File: config.mk
export PLATFORM = sky130hd
export DESIGN_NAME = mem_access_ctrl
export DESIGN_NICKNAME = d
export VERILOG_FILES = /design/src/rtl/mem_access_ctrl.sv
export SDC_FILE = /design/constraint.sdc
export NUM_CORES = 1
export LEC_CHECK = 0
export CAP_MARGIN = 25
export CORE_AREA = 2 2 126 128
export DETAILED_ROUTE_END_ITERATION = 10
export DIE_AREA = 0 0 128 130
export GPL_TIMING_DRIVEN = 0
export PLACE_DENSITY = 0.76
export SLEW_MARGIN = 20
export SYNTH_ARGS = -nofsm -noshare
export SYNTH_HDL_FRONTEND = slang
export SYNTH_SLANG_ARGS = --single-unit
File: constraint.sdc
create_clock -name clk -period 3.2 [get_ports clk]
set_input_delay 0.64 -clock clk [delete_from_list [all_inputs] [get_ports clk]]
set_output_delay 0.64 -clock clk [all_outputs]
set_load 0.02 [all_outputs]
File: src/rtl/mem_access_ctrl.sv
// Single-port memory access controller: arbitrates a fetch and a data requester onto
// one word-wide memory, handling byte/half lanes, load extension and misalignment.
module mem_access_ctrl #(
  parameter int MEM_LATENCY = 1
) (
  input  logic        clk,
  input  logic        rst,
  input  logic        if_req,
  input  logic [31:0] if_addr,
  output logic [31:0] if_rdata,
  output logic        if_ready,
  output logic        if_err,
  input  logic        d_req,
  input  logic        d_we,
  input  logic [1:0]  d_size,
  input  logic        d_ext,
  input  logic [31:0] d_addr,
  input  logic [31:0] d_wdata,
  output logic [31:0] d_rdata,
  output logic        d_ready,
  output logic        d_err,
  output logic        m_en,
  output logic [31:0] m_addr,
  output logic [3:0]  m_we,
  output logic [31:0] m_wdata,
  input  logic [31:0] m_rdata
);

  typedef enum logic [2:0] {
    S_IDLE,
    S_ACCESS,
    S_WAIT,
    S_RESP,
    S_ERR
  } state_t;

  localparam logic [2:0] LP_LAST = 3'(MEM_LATENCY - 1);

  state_t      r_state;
  state_t      w_state_next;
  logic [2:0]  r_cnt;
  logic        r_is_d;
  logic [31:0] r_addr;
  logic [1:0]  r_size;
  logic        r_ext;
  logic        r_we;
  logic [31:0] r_wdata;
  logic [31:0] r_if_rdata;
  logic [31:0] r_d_rdata;

  logic        w_grant;
  logic [31:0] w_req_addr;
  logic [1:0]  w_req_size;
  logic        w_misaligned;
  logic        w_wait_done;
  logic [3:0]  w_byte_sel;
  logic [3:0][7:0] w_rd_lane;
  logic [7:0]  w_byte;
  logic [15:0] w_half;
  logic [3:0]  w_lane_we;
  logic [31:0] w_lane_wdata;
  logic [31:0] w_load_data;

  // Data side wins arbitration; a fetch is always a word load.
  assign w_grant      = d_req | if_req;
  assign w_req_addr   = d_req ? d_addr : if_addr;
  assign w_req_size   = d_req ? d_size : 2'd0;
  assign w_misaligned = (w_req_size == 2'd3) ||
                        ((w_req_size == 2'd0) && (w_req_addr[1:0] != 2'b00)) ||
                        ((w_req_size == 2'd1) && w_req_addr[0]);
  assign w_wait_done  = (r_cnt == LP_LAST);

  genvar gi;
  generate
    for (gi = 0; gi < 4; gi++) begin : g_lane
      assign w_byte_sel[gi] = (r_addr[1:0] == 2'(gi));
      assign w_rd_lane[gi]  = m_rdata[8*gi +: 8];
    end
  endgenerate

  assign w_byte = w_rd_lane[r_addr[1:0]];
  assign w_half = r_addr[1] ? m_rdata[31:16] : m_rdata[15:0];

  always_comb begin
    w_lane_we    = 4'b1111;
    w_lane_wdata = r_wdata;
    w_load_data  = m_rdata;
    case (r_size)
      2'd2: begin
        w_lane_we    = w_byte_sel;
        w_lane_wdata = {4{r_wdata[7:0]}};
        w_load_data  = r_ext ? {24'd0, w_byte} : {{24{w_byte[7]}}, w_byte};
      end
      2'd1: begin
        w_lane_we    = r_addr[1] ? 4'b1100 : 4'b0011;
        w_lane_wdata = {2{r_wdata[15:0]}};
        w_load_data  = r_ext ? {16'd0, w_half} : {{16{w_half[15]}}, w_half};
      end
      default: ;
    endcase
  end

  always_ff @(posedge clk) begin
    if (rst) begin
      r_state <= S_IDLE;
    end else begin
      r_state <= w_state_next;
    end
  end

  always_comb begin
    w_state_next = r_state;
    m_en         = 1'b0;
    m_addr       = 32'd0;
    m_we         = 4'b0000;
    m_wdata      = 32'd0;
    if_ready     = 1'b0;
    if_err       = 1'b0;
    d_ready      = 1'b0;
    d_err        = 1'b0;
    case (r_state)
      S_IDLE: begin
        if (w_grant) begin
          w_state_next = w_misaligned ? S_ERR : S_ACCESS;
        end
      end
      S_ACCESS: begin
        m_en         = 1'b1;
        m_addr       = {r_addr[31:2], 2'b00};
        m_we         = r_we ? w_lane_we : 4'b0000;
        m_wdata      = r_we ? w_lane_wdata : 32'd0;
        w_state_next = r_we ? S_RESP : S_WAIT;
      end
      S_WAIT: begin
        if (w_wait_done) begin
          w_state_next = S_RESP;
        end
      end
      S_RESP: begin
        d_ready      = r_is_d;
        if_ready     = ~r_is_d;
        w_state_next = S_IDLE;
      end
      S_ERR: begin
        d_ready      = r_is_d;
        d_err        = r_is_d;
        if_ready     = ~r_is_d;
        if_err       = ~r_is_d;
        w_state_next = S_IDLE;
      end
      default: w_state_next = S_IDLE;
    endcase
  end

  // Load results land directly in the requester's output register on the last WAIT
  // cycle, so they become visible in RESP and hold until that requester's next RESP.
  always_ff @(posedge clk) begin
    if (rst) begin
      r_cnt      <= 3'd0;
      r_is_d     <= 1'b0;
      r_addr     <= 32'd0;
      r_size     <= 2'd0;
      r_ext      <= 1'b0;
      r_we       <= 1'b0;
      r_wdata    <= 32'd0;
      r_if_rdata <= 32'd0;
      r_d_rdata  <= 32'd0;
    end else begin
      case (r_state)
        S_IDLE: begin
          if (w_grant) begin
            r_is_d  <= d_req;
            r_addr  <= w_req_addr;
            r_size  <= w_req_size;
            r_ext   <= d_req & d_ext;
            r_we    <= d_req & d_we;
            r_wdata <= d_req ? d_wdata : 32'd0;
            r_cnt   <= 3'd0;
          end
        end
        S_WAIT: begin
          if (w_wait_done) begin
            r_cnt <= 3'd0;
            if (r_is_d) begin
              r_d_rdata <= w_load_data;
            end else begin
              r_if_rdata <= w_load_data;
            end
          end else begin
            r_cnt <= r_cnt + 3'd1;
          end
        end
        default: ;
      endcase
    end
  end

  assign if_rdata = r_if_rdata;
  assign d_rdata  = r_d_rdata;

endmodule

# Word level (Yosys, flattened, before mapping)
# Cells that the tools add are included.
# word_totals
mem_count	0
latchBits	0
register_bits	139
ram_bits	0
output_inout_bits	137
in_bits	136
elab_cells	75
mem_bits_ro	0
# op_classes
reduce_logical	16
n_mux	30
multipliers	0
div	0
shifts	0
bitwise	4
add_sub_neg	1
n_lt_le_gt_ge	1
eq_ne	13
# ops
operator	count
$mux 32	7
$pmux 32 s2	2
$bmux 8 s2	1
$mux 16	1
$mux 3	5
$mux 4	3
$pmux 3 s3	1
$eq 2x2->1 const B	4
$mux 8	1
$pmux 4 s2	1
$eq 2x1->1 const B	3
$eq 3x2->1 const B	2
$logic_not 3->1	2
$mux 1	6
$pmux 3 s2	1
$reduce_and 2->1	3
$reduce_and 3->1	2
$logic_not 2->1	2
$ne 2x2->1 const B	2
$reduce_bool 2->1	2
$add 3x1->3 const B	1
$eq 3x1->1 const B	1
$eq 3x3->1 const B	1
$lt 2x3->1 const B	1
7 further kinds	10

# Logic depth before layout (Yosys ltp)
# Gate-level depths: netlist (run 1).
# depth
depth_word	8
ltp_mapped	8
depth_no_buf	6

# Worst setup path before layout (run 1)
# Ideal clock, no wire load.
# synth_path
path_type	reg-to-output
from	register r_size[0]
to	output m_wdata[16]
t_arrival_ns	1.809
t_required_ns	2.560
path_buffers	3
stages_incl_launch_ff	8
path_slack_ns	0.751
path_cell_list	dfxtp_1 inv_1 ha_1 buf_2 clkbuf_1 clkbuf_1 a22oi_1 nor2_1
# synth_via
elab_chain_len	4
elab_cells_between_ends	5
cone_classes	eq/ne: 2; mux: 3
# synth_lines
item	line_no	rtl
start, declared	44	logic [1:0] r_size;
start signal, assigned	174	r_size <= w_req_size;
$eq 2x1->1 / $eq 2x2->1 (equally long branches)	88	case (r_size)
$pmux 32 s2 *	88	
$mux 32 *	131	m_wdata = r_we ? w_lane_wdata : 32'd0;
$mux 32 *	121	case (r_state)
end, declared	25	output logic [31:0] m_wdata,
# Every way passes the cells marked *; elsewhere a longest branch is shown, timed or not.

# Worst setup path after layout (run 1)
# layout_path
from	register r_size[0]
to	output m_wdata[23]
# Same word-level chain as after synthesis.

==> Implementation_results.wiki, run 1 <==
{| class="wikitable"
! Metric !! Value
|-
| Run status || completed
|-
| CTS Root Buffer Type || sky130_fd_sc_hd__clkbuf_16
|-
| # Max-Cap Violations || 0
|-
| Post-synthesis share of cell area spent on full adders, half adders and majority gates || 0.778%
|-
| Total setup buffers inserted after CTS || 0
|-
| Worst-case hold slack || 0.484 ns
|-
| Htree depth || 4
|-
| ANT cells || 0
|-
| Global route total overflow || 0
|-
| Die outline height || 130 um
|-
| First-pass GRT wire length || 35.0 mm
|-
| Synthesis Warnings || 0
|-
| Power per Cell Area || 559 nW/um^2
|-
| HP Start || if_rdata[15]
|-
| Detailed placement HPWL || 17.3 mm
|-
| Crit path required time || 2.56 ns
|-
| Final count of negative-setup-slack endpoints || 0
|-
| Count of filler cells inserted in the layout || 1339
|-
| Cell type with the highest occurrence count on the critical path || sky130_fd_sc_hd__clkbuf_4
|-
| Final Max Slew Viols || 0
|-
| FP Rows || 46
|-
| Number of hold violations in the final report || 0
|-
| Syn-to-layout area delta || 56.1%
|-
| Clock net sink count || 139
|-
| Biggest area contributors in the synthesized netlist || sky130_fd_sc_hd__dfxtp_1 (43%), sky130_fd_sc_hd__nor2_1 (6.9%), sky130_fd_sc_hd__a21oi_1 (6.8%)
|-
| Multiplexer share of the synthesized area || 5.45%
|-
| Vias || 6992
|-
| Pin count of the biggest net entering global routing || 17
|-
| Synthesized-area fraction occupied by xor and xnor cells || 0%
|-
| FF/Latch Area || 2780 um^2
|-
| Compound-gate portion of the synthesized area || 26.5%
|-
| Design Power || 5.61 mW
|-
| Commonest non-fill, non-tap cell in the layout || sky130_fd_sc_hd__clkdlybuf4s50_1
|-
| Largest area contributor in the netlist || sky130_fd_sc_hd__dfxtp_1
|-
| Wirelength, routed || 22.6 mm
|-
| Clock share of power || 39.1%
|-
| Layout net count || 1198
|-
| Critical Path, Cell by Cell || inv_1 > ha_1 > buf_2 > clkbuf_4 > clkbuf_4 > a22oi_1 > nor2_1 > dlygate4sd2_1
|-
| Clock-pin slew on the worst setup and hold paths || 0.06 ns
|-
| Share of async-settable or async-resettable flops after synthesis || 0%
|-
| Class of the worst hold path || flip-flop to flip-flop
|-
| Gr usage total || 26.9%
|-
| Routed WL per cell || 17.9 um
|-
| First-pass DRT Iterations || 6
|-
| Critical Path Slowest Stage Cell || sky130_fd_sc_hd__dfxtp_1
|-
| Port-buffer cells || 268
|-
| Slew headroom || 52.4%
|-
| Worst setup path startpoint || r_size[0]
|-
| Leakage power || 4.04 nW
|-
| Arr. time, crit path || 2.45 ns
|-
| Post-synth top flop || sky130_fd_sc_hd__dfxtp_1
|-
| Core area || 15400 um^2
|-
| Worst Path Max Fanout || 10
|-
| Effective utilization at floorplan || 41.7%
|-
| Horizontal die dimension || 128 um
|-
| Final weighted congestion in routability-driven placement || 0.882
|-
| Simple-Gate Fraction of Synth Area || 18.0%
|-
| Largest family of logic cells by synthesized area || compound AO/OA/AOI/OAI gates
|-
| Sequential group share of total power || 36.1%
|-
| Worst setup EP type || output pin
|-
| Maximum buffer depth of the clock tree || 2
|-
| Post-route clock skew || 0.00776 ns
|-
| Number of global-route vias before repair || 6722
|-
| Die area || 16600 um^2
|-
| Share of the clock period used by the worst path after layout || 96.7%
|-
| Clk Latency, worst-skew pair || 0.42 ns
|-
| Switching part of the total || 29.8%
|-
| Top-area cell type share of the netlist area || 43.3%
|-
| Number of cells produced by synthesis || 770
|-
| Reg2Reg Launch Point || r_size[0]
|-
| Number of nets with antenna violations after detailed routing || 0
|-
| Count of flip-flops with a built-in enable after synthesis || 0
|-
| Sequential element share of the synthesized area || 43.3%
|-
| Mean instance size in the synthesized netlist || 8.35 um^2
|-
| CP Launch Type || flip-flop
|-
| Actual slew at the worst max-slew pin || 0.714 ns
|-
| Relative contribution of combinational cells to total power || 24.8%
|-
| Boundary pin count || 273
|-
| Fraction of layout instances using a drive strength above 1 || 8.87%
|-
| Int Power || 3.94 mW
|-
| Detailed Route Iter0 Violations || 682
|-
| Antenna violations before repair || 0
|-
| Setup Crit Path Kind || flip-flop to output pin
|-
| Worst ir drop on vdd || 0.405 mV
|-
| Clock period minus worst slack || 3.09 ns
|-
| Delay of the slowest cell on the worst path || 0.36 ns
|-
| Commonest cells after routing, fill and taps aside || sky130_fd_sc_hd__clkdlybuf4s50_1 (240), sky130_fd_sc_hd__dfxtp_1 (139), sky130_fd_sc_hd__nor2_1 (117)
|-
| Unique cell type count in the Yosys netlist || 43
|-
| TritonCTS Buffers || 17
|-
| Residual DRC || 0
|-
| Max Clock Freq || 323 MHz
|-
| Number of storage elements in the synthesis netlist || 139
|-
| Vias per std cell || 5.54
|-
| Area of the multi-input gates || 3290 um^2
|-
| Switching power total || 1.67 mW
|-
| TritonCTS clock tree || done
|-
| Summed instance area of the synthesized netlist || 6430 um^2
|}
synthesized netlist by cell type (all sizes together) (11+ instances only):
master  number
mux2i       35
o21ai       75
and2        30
clkbuf      36
nor2       118
a22oi       53
and3        12
nand2       30
a21oi       87
nand2b      11
inv         12
a211oi      33
dfxtp      139
buf         34
what timing repair did:
action,CTS,global route
pin swaps,0,0
resized for setup,44,19
hold buffers,0,0
setup endpoints to repair,66,45
area by class of cell:
type | instances | share of cell area (%)
timing repair buffer | 268 | 26.4
clock inverter | 14 | 2.16
sequential | 139 | 27.7
tap | 192 | 2.39
buffer | 70 | 3.68
clock buffer | 18 | 4.37
multi-input combinational | 550 | 32.8
inverter | 12 | 0.449
registers in the layout, indices dropped and copies added (netlist names):
signal,flops
d_rdata,32
r_size,2
r_state,3
r_we,1
r_cnt,3
r_addr,32
r_ext,1
r_is_d,1
if_rdata,32
r_wdata,32
logic make-up (layout without fill, tap and decap cells):
kind of cell / Yosys count / in the layout
AO/OA/AOI/OAI: 279 / 279
AND/OR/NAND/NOR: 230 / 230
flip-flops: 139 / 139
buffers and inverters: 82 / 382
multiplexers: 35 / 35
adder cells (fa/ha/maj): 4 / 4
other: 1 / 2
critical path, delay by kind of cell, from the launching register on:
| kind | cells | cell delay, ns |
|---|---|---|
| flops | 1 | 0.36 |
| fa+ha+maj | 1 | 0.33 |
| buf+inv | 5 | 1.12 |
| compound gates | 1 | 0.11 |
| simple gates | 1 | 0.12 |
power by group through the flow:
stage                     clock [mW]  sequential, mW  combinational (mW)
after floorplan                    0            2.09               0.738
after global placement             0            2.05                1.34
after detailed placement           0            2.06                1.36
after CTS                       2.20            2.02                1.38
after global routing            2.28            2.04                1.52
final                           2.20            2.02                1.39
path summary, 6_finish.rpt:
kind | to | slack (ns) | cells after the start
hold / removal | if_rdata[15] | 0.48 | 2
setup / recovery | m_wdata[23] | 0.11 | 8
hold reg to reg | if_rdata[15] | 0.48 | 2
setup reg to reg | if_rdata[1] | 0.99 | 7
per-stage QoR:
| stage | util [%] | setup slack (ns) | instances | TNS (ns) | instance area (um^2) |
|---|---|---|---|---|---|
| final | 65.1 | 0.105 | 1263 | 0 | 10000 |
| after global routing | 65.1 | -0.00294 | 1263 | -0.00294 | 10000 |
| after detailed placement | 60.7 | -0.187 | 1231 | -1.77 | 9360 |
| after floorplan | - | 0.751 | 771 | 0 | 6440 |
| after global placement | 60.7 | -0.124 | 1231 | -1.24 | 9360 |
| after CTS | 65.0 | 0.00384 | 1263 | 0 | 10000 |
per-layer routing:
metal  vias to the layer above  global-route usage [%]  wire, um  share of wire, %
li1                       3344                       -         -                 -
met1                      3241                    32.1      8910                39
met2                       363                    46.5     11000                49
met3                        44                    7.67      2120               9.4
met4                         0                    10.1       592               2.6
met5                         -                       0         0                 0
No activity file was read; power rests on OpenSTA's default activity.
==> run 2: changes to the inputs <==
Settings changed: CORE_AREA 2 2 126 128 to 2 2 132 134, DIE_AREA 0 0 128 130 to 0 0 134 136, PLACE_DENSITY 0.76 to 0.72.
Clock period 3.2 ns to 2.8 ns, I/O delays scaled along.
==> run 2 against run 1 <==
  * The flow now finishes with violations (negative setup slack)
  * Cell area rose by 0.47%
  * Sequential power grew 15%
  * Power grew 9.6%
  * Register-to-register slack worse by 0.31 ns
  * Clock power hardly changed
  * Worst setup slack worse by 0.11 ns
  * Largest power group is now sequential cells
  * Combinational power increased by 17%
  * Sequential cell count unchanged
  * Sequential share of layout area decreased by 0.12 points
  * Core utilization decreased by 5.3 points
==> Implementation_results.wiki, run 2 (synthesis gave the netlist of run 1 again) <==
{| class="wikitable"
! Metric !! Value
|-
| Run status || finished with violations
|-
| Violations in the final reports || negative setup slack
|-
| Leakage power || 4.25 nW (+5.0%)
|-
| Setup repair after global routing missed its margin || true
|-
| Pin count of the biggest net entering global routing || 17 (unchanged)
|-
| Hold-fix buffer count after cts || 0 (unchanged)
|-
| Clock period minus worst slack || 2.81 ns
|-
| Port-buffer cells || 268 (unchanged)
|-
| Maximum buffer depth of the clock tree || 2 (unchanged)
|-
| CP Launch Type || flip-flop
|-
| Area of all placed cells without fillers || 10100 um^2 (+0.47%)
|-
| Layout net count || 1200 (+0.17%)
|-
| Class of the worst hold path || flip-flop to flip-flop
|-
| Power per Cell Area || 610 nW/um^2 (+9.1%)
|-
| Commonest non-fill, non-tap cell in the layout || sky130_fd_sc_hd__clkdlybuf4s50_1
|-
| Setup slack at placement || -0.493 ns (-0.306 ns)
|-
| Placed Instance Area || 9400 um^2 (+0.44%)
|-
| FF/Latch Area || 2780 um^2 (about the same)
|-
| Commonest cells after routing, fill and taps aside || sky130_fd_sc_hd__clkdlybuf4s50_1 (204), sky130_fd_sc_hd__dfxtp_1 (138), sky130_fd_sc_hd__nor2_1 (117)
|-
| Final count of negative-setup-slack endpoints || 2 (+2)
|-
| Final weighted congestion in routability-driven placement || 0.862 (-2.3%)
|-
| Clk Latency, worst-skew pair || 0.42 ns (about the same)
|-
| Residual DRC || 0 (unchanged)
|-
| Wirelength, routed || 23.0 mm (+1.6%)
|-
| First-pass GRT wire length || 35.3 mm (+0.77%)
|-
| Clock net sink count || 139 (unchanged)
|-
| Routed WL per cell || 17.7 um (-1.1%)
|-
| Worst setup EP type || output pin
|-
| Share of the clock period used by the worst path after layout || 100%
|-
| Final Max Slew Viols || 0 (unchanged)
|-
| TritonCTS Buffers || 17 (unchanged)
|-
| Worst Path Max Fanout || 10 (unchanged)
|-
| Actual slew at the worst max-slew pin || 0.656 ns (-0.0583 ns)
|-
| Detailed Route Iter0 Violations || 428 (-37%)
|-
| Number of nets with antenna violations after detailed routing || 0 (unchanged)
|-
| Post-route worst setup slack || -0.00542 ns (-0.111 ns)
|-
| # Max-Cap Violations || 0 (unchanged)
|-
| CTS Root Buffer Type || sky130_fd_sc_hd__clkbuf_16
|-
| Area of the multi-input gates || 3340 um^2 (+1.3%)
|-
| ANT cells || 0 (unchanged)
|-
| Effective utilization at floorplan || 38.1% (-3.6 points)
|-
| Setup Crit Path Kind || flip-flop to output pin
|-
| Post-route clock skew || 0.00896 ns (+0.00120 ns)
|-
| Number of hold violations in the final report || 0 (unchanged)
|-
| Slew headroom || 56.1% (+3.7 points)
|-
| Max Clock Freq || 356 MHz
|-
| Global route total overflow || 0 (unchanged)
|-
| Boundary pin count || 273 (unchanged)
|-
| Htree depth || 4 (unchanged)
|-
| FP Rows || 48 (+4.3%)
|-
| TritonCTS clock tree || done
|-
| Syn-to-layout area delta || 56.8%
|-
| Worst ir drop on vdd || 0.424 mV (+4.8%)
|-
| Core area || 16900 um^2 (+9.4%)
|-
| Crit path required time || 2.24 ns (-0.32 ns)
|-
| First-pass DRT Iterations || 5 (-1)
|-
| Vias per std cell || 5.32 (-3.9%)
|-
| Fraction of layout instances using a drive strength above 1 || 11.8% (+3.0 points)
|-
| Arr. time, crit path || 2.25 ns (-0.20 ns)
|-
| Horizontal die dimension || 134 um (+4.7%)
|-
| Vias || 6904 (-1.3%)
|-
| Count of filler cells inserted in the layout || 1525 (+14%)
|-
| Antenna violations before repair || 0 (unchanged)
|-
| Gr usage total || 24.8% (-2.2 points)
|-
| Number of global-route vias before repair || 6439 (-4.2%)
|-
| Design Power || 6.15 mW (+9.6%)
|-
| Detailed placement HPWL || 17.6 mm (+1.6%)
|-
| Die area || 18200 um^2 (+9.5%)
|-
| Die outline height || 136 um (+4.6%)
|-
| Clock-pin slew on the worst setup and hold paths || 0.06 ns (about the same)
|}
-- run 2: cell count changes in the layout (fill, tap and decap cells not counted), moves of 4 or more --
| cell | previous run | this run |
|---|---|---|
| sky130_fd_sc_hd__buf_2 | 21 | 29 |
| sky130_fd_sc_hd__buf_4 | 9 | 17 |
| sky130_fd_sc_hd__clkbuf_2 | 10 | 5 |
| sky130_fd_sc_hd__clkbuf_8 | 1 | 5 |
| sky130_fd_sc_hd__clkdlybuf4s15_2 | 0 | 9 |
| sky130_fd_sc_hd__clkdlybuf4s50_1 | 240 | 204 |
| sky130_fd_sc_hd__dlygate4sd2_1 | 21 | 25 |
| sky130_fd_sc_hd__dlymetal6s2s_1 | 4 | 12 |
-- run 2: critical path, stage by stage, from the launching register on --
cell                              delay (ns)
sky130_fd_sc_hd__dfxtp_1                0.31
sky130_fd_sc_hd__buf_4                  0.18
sky130_fd_sc_hd__nor3b_4                0.33
sky130_fd_sc_hd__clkbuf_4               0.26
sky130_fd_sc_hd__and2_1                 0.13
sky130_fd_sc_hd__clkdlybuf4s50_1        0.61
-- run 2: what timing repair did --
item,in CTS,in global routing
setup buffers,2,0
hold endpoints to repair,0,0
setup endpoints to repair,67,40
gates cloned,0,0
resized for setup,143,52
pin swaps,1,2
-- run 2: cell type report --
class	instances	share of cell area [%]
Clock buffer	18	4.26
Tap cell	225	2.79
Timing Repair Buffer	270	26.0
Sequential cell	139	27.6
Multi-Input combinational cell	550	33.1
Inverter	12	0.447
Buffer	70	4.35
Clock inverter	14	1.48
-- run 2: power by group --
group	internal (mW)	switching [mW]	total, mW
clock network	1.31	0.900	2.21
logic	0.733	0.886	1.62
registers	2.18	0.135	2.32
-- run 2: final timing paths --
| path | start | end | slack, ns | depth (start not counted) |
|---|---|---|---|---|
| max | r_state[0] | m_addr[2] | -0.005 | 5 |
| min | if_rdata[15] | if_rdata[15] | 0.49 | 2 |
| max reg2reg | r_size[0] | if_rdata[2] | 0.68 | 7 |
| min reg2reg | if_rdata[15] | if_rdata[15] | 0.49 | 2 |
-- run 2: metal layers --
layer	track usage, %	up-vias	routed length [um]
li1	-	3343	-
met1	30.2	3178	9300
met2	41.0	331	10900
met3	7.12	52	2040
met4	10.4	0	718
met5	0	-	0
-- run 2: metrics by stage --
stage | utilization [%] | cells | TNS (ns) | hold WS (ns)
2_1_floorplan | - | 771 | 0 | 0.460
3_3_place_gp | 55.7 | 1264 | -11.94 | 0.468
3_5_place_dp | 55.7 | 1264 | -11.57 | 0.472
4_1_cts | 59.6 | 1298 | -0.0217 | 0.481
5_1_grt | 59.8 | 1298 | -0.274 | 0.502
6_report | 59.8 | 1298 | -0.00725 | 0.486
==> run 3: changes to the inputs <==
Settings changed: CORE_AREA 2 2 132 134 to 2 2 126 128, DIE_AREA 0 0 134 136 to 0 0 128 130, PLACE_DENSITY 0.72 to 0.76.
Clock period 2.8 ns to 3.46 ns, I/O delays scaled along.
==> run 3 against run 2 <==
  * The flow now finishes without violations
  * Sequential power is 19% lower
  * Clock skew is 0.0017 ns lower
  * Register-to-register slack better by 0.54 ns
  * Critical endpoint is now m_wdata[26]
  * Largest cell class unchanged
  * Largest power group is now the clock network
==> Implementation_results.wiki, run 3 (synthesis gave the netlist of run 1 again) <==
{| class="wikitable"
! Metric !! Value
|-
| Setup Crit Path Kind || flip-flop to output pin
|-
| Core Util, Final || 65.4% (+5.7 points)
|-
| Fraction of layout instances using a drive strength above 1 || 8.22% (-3.6 points)
|-
| Detailed Route Iter0 Violations || 665 (+55%)
|-
| Vias per std cell || 5.54 (+4.2%)
|-
| Number of nets with antenna violations after detailed routing || 0 (unchanged)
|-
| Commonest cells after routing, fill and taps aside || sky130_fd_sc_hd__clkdlybuf4s50_1 (254), sky130_fd_sc_hd__dfxtp_1 (139), sky130_fd_sc_hd__nor2_1 (117)
|-
| HP Start || if_rdata[15]
|-
| Worst hold endpoint || if_rdata[15]
|-
| Die outline height || 130 um (-4.4%)
|-
| Hold-fix buffer count after cts || 0 (unchanged)
|-
| Maximum buffer depth of the clock tree || 2 (unchanged)
|-
| Reg2Reg Launch Point || r_size[0]
|-
| Worst setup EP type || output pin
|-
| Power per Cell Area || 514 nW/um^2 (-16%)
|-
| Post-CTS Resized || 16 (-89%)
|-
| Layout net count || 1198 (-0.17%)
|-
| Clock net sink count || 139 (unchanged)
|-
| Effective utilization at floorplan || 41.7% (+3.6 points)
|-
| Setup total negative slack || 0 ns (+0.00725 ns)
|-
| Final Max Slew Viols || 0 (unchanged)
|-
| Worst ir drop on vdd || 0.373 mV (-12%)
|-
| Wirelength, routed || 22.7 mm (-1.1%)
|-
| Number of cells on the worst reg-to-reg path || 7 (unchanged)
|-
| Depth of the worst hold-timing path || 2 (unchanged)
|-
| Clk Latency, worst-skew pair || 0.42 ns (about the same)
|-
| Global Route met2 Usage || 46.4% (+5.3 points)
|-
| Count of filler cells inserted in the layout || 1318 (-14%)
|-
| Final count of negative-setup-slack endpoints || 0 (-2)
|-
| CTS Root Buffer Type || sky130_fd_sc_hd__clkbuf_16
|-
| Horizontal die dimension || 128 um (-4.5%)
|-
| Slew headroom || 52.8% (-3.3 points)
|-
| Placed Instance Area || 9360 um^2 (-0.44%)
|-
| First-pass GRT wire length || 35.0 mm (-0.92%)
|-
| Flop2flop setup slack || 1.22 ns (+0.54 ns)
|-
| Gr usage total || 26.9% (+2.1 points)
|-
| Post-route clock skew || 0.00724 ns (-0.00172 ns)
|-
| Cell type with the highest occurrence count on the critical path || sky130_fd_sc_hd__buf_2
|-
| Met3 Track Usage GR || 7.63% (+0.50 points)
|-
| Layer with the highest usage || met2
|-
| Total setup buffers inserted after CTS || 0 (-2)
|-
| Critical Path, Cell by Cell || inv_1 > ha_1 > buf_2 > buf_2 > a221o_1 > o21ai_0 > nor2_1 > clkdlybuf4s50_1
|-
| Arr. time, crit path || 2.61 ns (+0.36 ns)
|-
| Number of global-route vias before repair || 6718 (+4.3%)
|-
| Setup repair after global routing missed its margin || false
|-
| Critical Path Slowest Stage Cell || sky130_fd_sc_hd__clkdlybuf4s50_1
|-
| Clock-pin slew on the worst setup and hold paths || 0.06 ns (about the same)
|-
| Leakage power || 4.09 nW (-3.6%)
|-
| TritonCTS clock tree || done
|-
| CP Launch Type || flip-flop
|-
| Residual DRC || 0 (unchanged)
|-
| Boundary pin count || 273 (unchanged)
|-
| Class of the worst hold path || flip-flop to flip-flop
|-
| Commonest non-fill, non-tap cell in the layout || sky130_fd_sc_hd__clkdlybuf4s50_1
|-
| Global route total overflow || 0 (unchanged)
|-
| Delay of the slowest cell on the worst path || 0.63 ns (+0.02 ns)
|-
| FP Rows || 46 (-4.2%)
|-
| Vias || 7000 (+1.4%)
|-
| Htree depth || 4 (unchanged)
|-
| Detailed placement HPWL || 17.3 mm (-1.5%)
|-
| Clock period minus worst slack || 3.30 ns
|-
| GR Layer Usage met1 || 32.1% (+1.8 points)
|-
| Port-buffer cells || 268 (unchanged)
|-
| Worst Path Max Fanout || 10 (unchanged)
|-
| Share of the clock period used by the worst path after layout || 95.4%
|-
| Die area || 16600 um^2 (-8.7%)
|-
| Area of the multi-input gates || 3290 um^2 (-1.2%)
|-
| Actual slew at the worst max-slew pin || 0.708 ns (+0.0518 ns)
|-
| Area of all placed cells without fillers || 10100 um^2 (about the same)
|-
| Routed WL per cell || 18.0 um (+1.6%)
|-
| FF/Latch Area || 2780 um^2 (about the same)
|-
| Run status || completed
|-
| Crit path required time || 2.77 ns (+0.53 ns)
|-
| Syn-to-layout area delta || 56.9% (about the same)
|-
| ANT cells || 0 (unchanged)
|-
| Pin count of the biggest net entering global routing || 17 (unchanged)
|-
| TritonCTS Buffers || 17 (unchanged)
|-
| Core area || 15400 um^2 (-8.6%)
|-
| Final weighted congestion in routability-driven placement || 0.882 (+2.3%)
|-
| Number of hold violations in the final report || 0 (unchanged)
|-
| Endpoint of the lowest-slack register-to-register path || if_rdata[1]
|-
| Max Clock Freq || 303 MHz
|-
| # Max-Cap Violations || 0 (unchanged)
|-
| Post-route worst setup slack || 0.158 ns (+0.164 ns)
|-
| Antenna violations before repair || 0 (unchanged)
|-
| First-pass DRT Iterations || 5 (unchanged)
|-
| Placed insts || 1231 (-2.6%)
|-
| Post-layout instance count excluding filler cells || 1263 (-2.7%)
|-
| Setup slack at placement || 0.0214 ns (+0.514 ns)
|}
run 3: routing by layer:
metal / vias up / part of all wire (%)
li1: 3346 / -
met1: 3260 / 39
met3: 40 / 9.4
met2: 354 / 49
met4: 0 / 2.6
met5: - / 0
run 3: worst max-delay path: cells and delay by family, from the launching register on:
kind	cells	cell delay (ns)
buffers and inverters	4	1.15
flip-flops	1	0.36
adder cells (fa/ha/maj)	1	0.33
AO/OA/AOI/OAI	2	0.23
AND/OR/NAND/NOR	1	0.12
run 3: how the worst max path moves through the flow:
stage	slack, ns	endpoint	from
2_1_floorplan	0.96	m_wdata[16]	r_size[0]
3_3_place_gp	0.08	m_wdata[20]	r_size[0]
3_5_place_dp	0.02	m_wdata[23]	r_size[0]
4_1_cts	0.03	m_wdata[23]	r_size[0]
5_1_grt	0.02	m_wdata[13]	r_size[1]
6_report	0.16	m_wdata[26]	r_size[0]
run 3: through the flow:
step | power, mW | hold WS, ns
after floorplan | 2.62 | 0.460
after global placement | 3.14 | 0.469
after detailed placement | 3.16 | 0.475
after CTS | 5.18 | 0.481
after global routing | 5.41 | 0.517
final | 5.19 | 0.482
run 3: layout make-up:
type	instances	share of cell area, %
Multi-Input combinational cell	550	32.6
Sequential cell	139	27.6
Timing Repair Buffer	268	26.9
Clock buffer	18	4.35
Buffer	70	3.56
Tap cell	192	2.38
Clock inverter	14	2.15
Inverter	12	0.446
run 3: report_power, final:
part	internal [mW]	switching [mW]
clock network	1.30	0.727
logic	0.570	0.715
registers	1.77	0.106
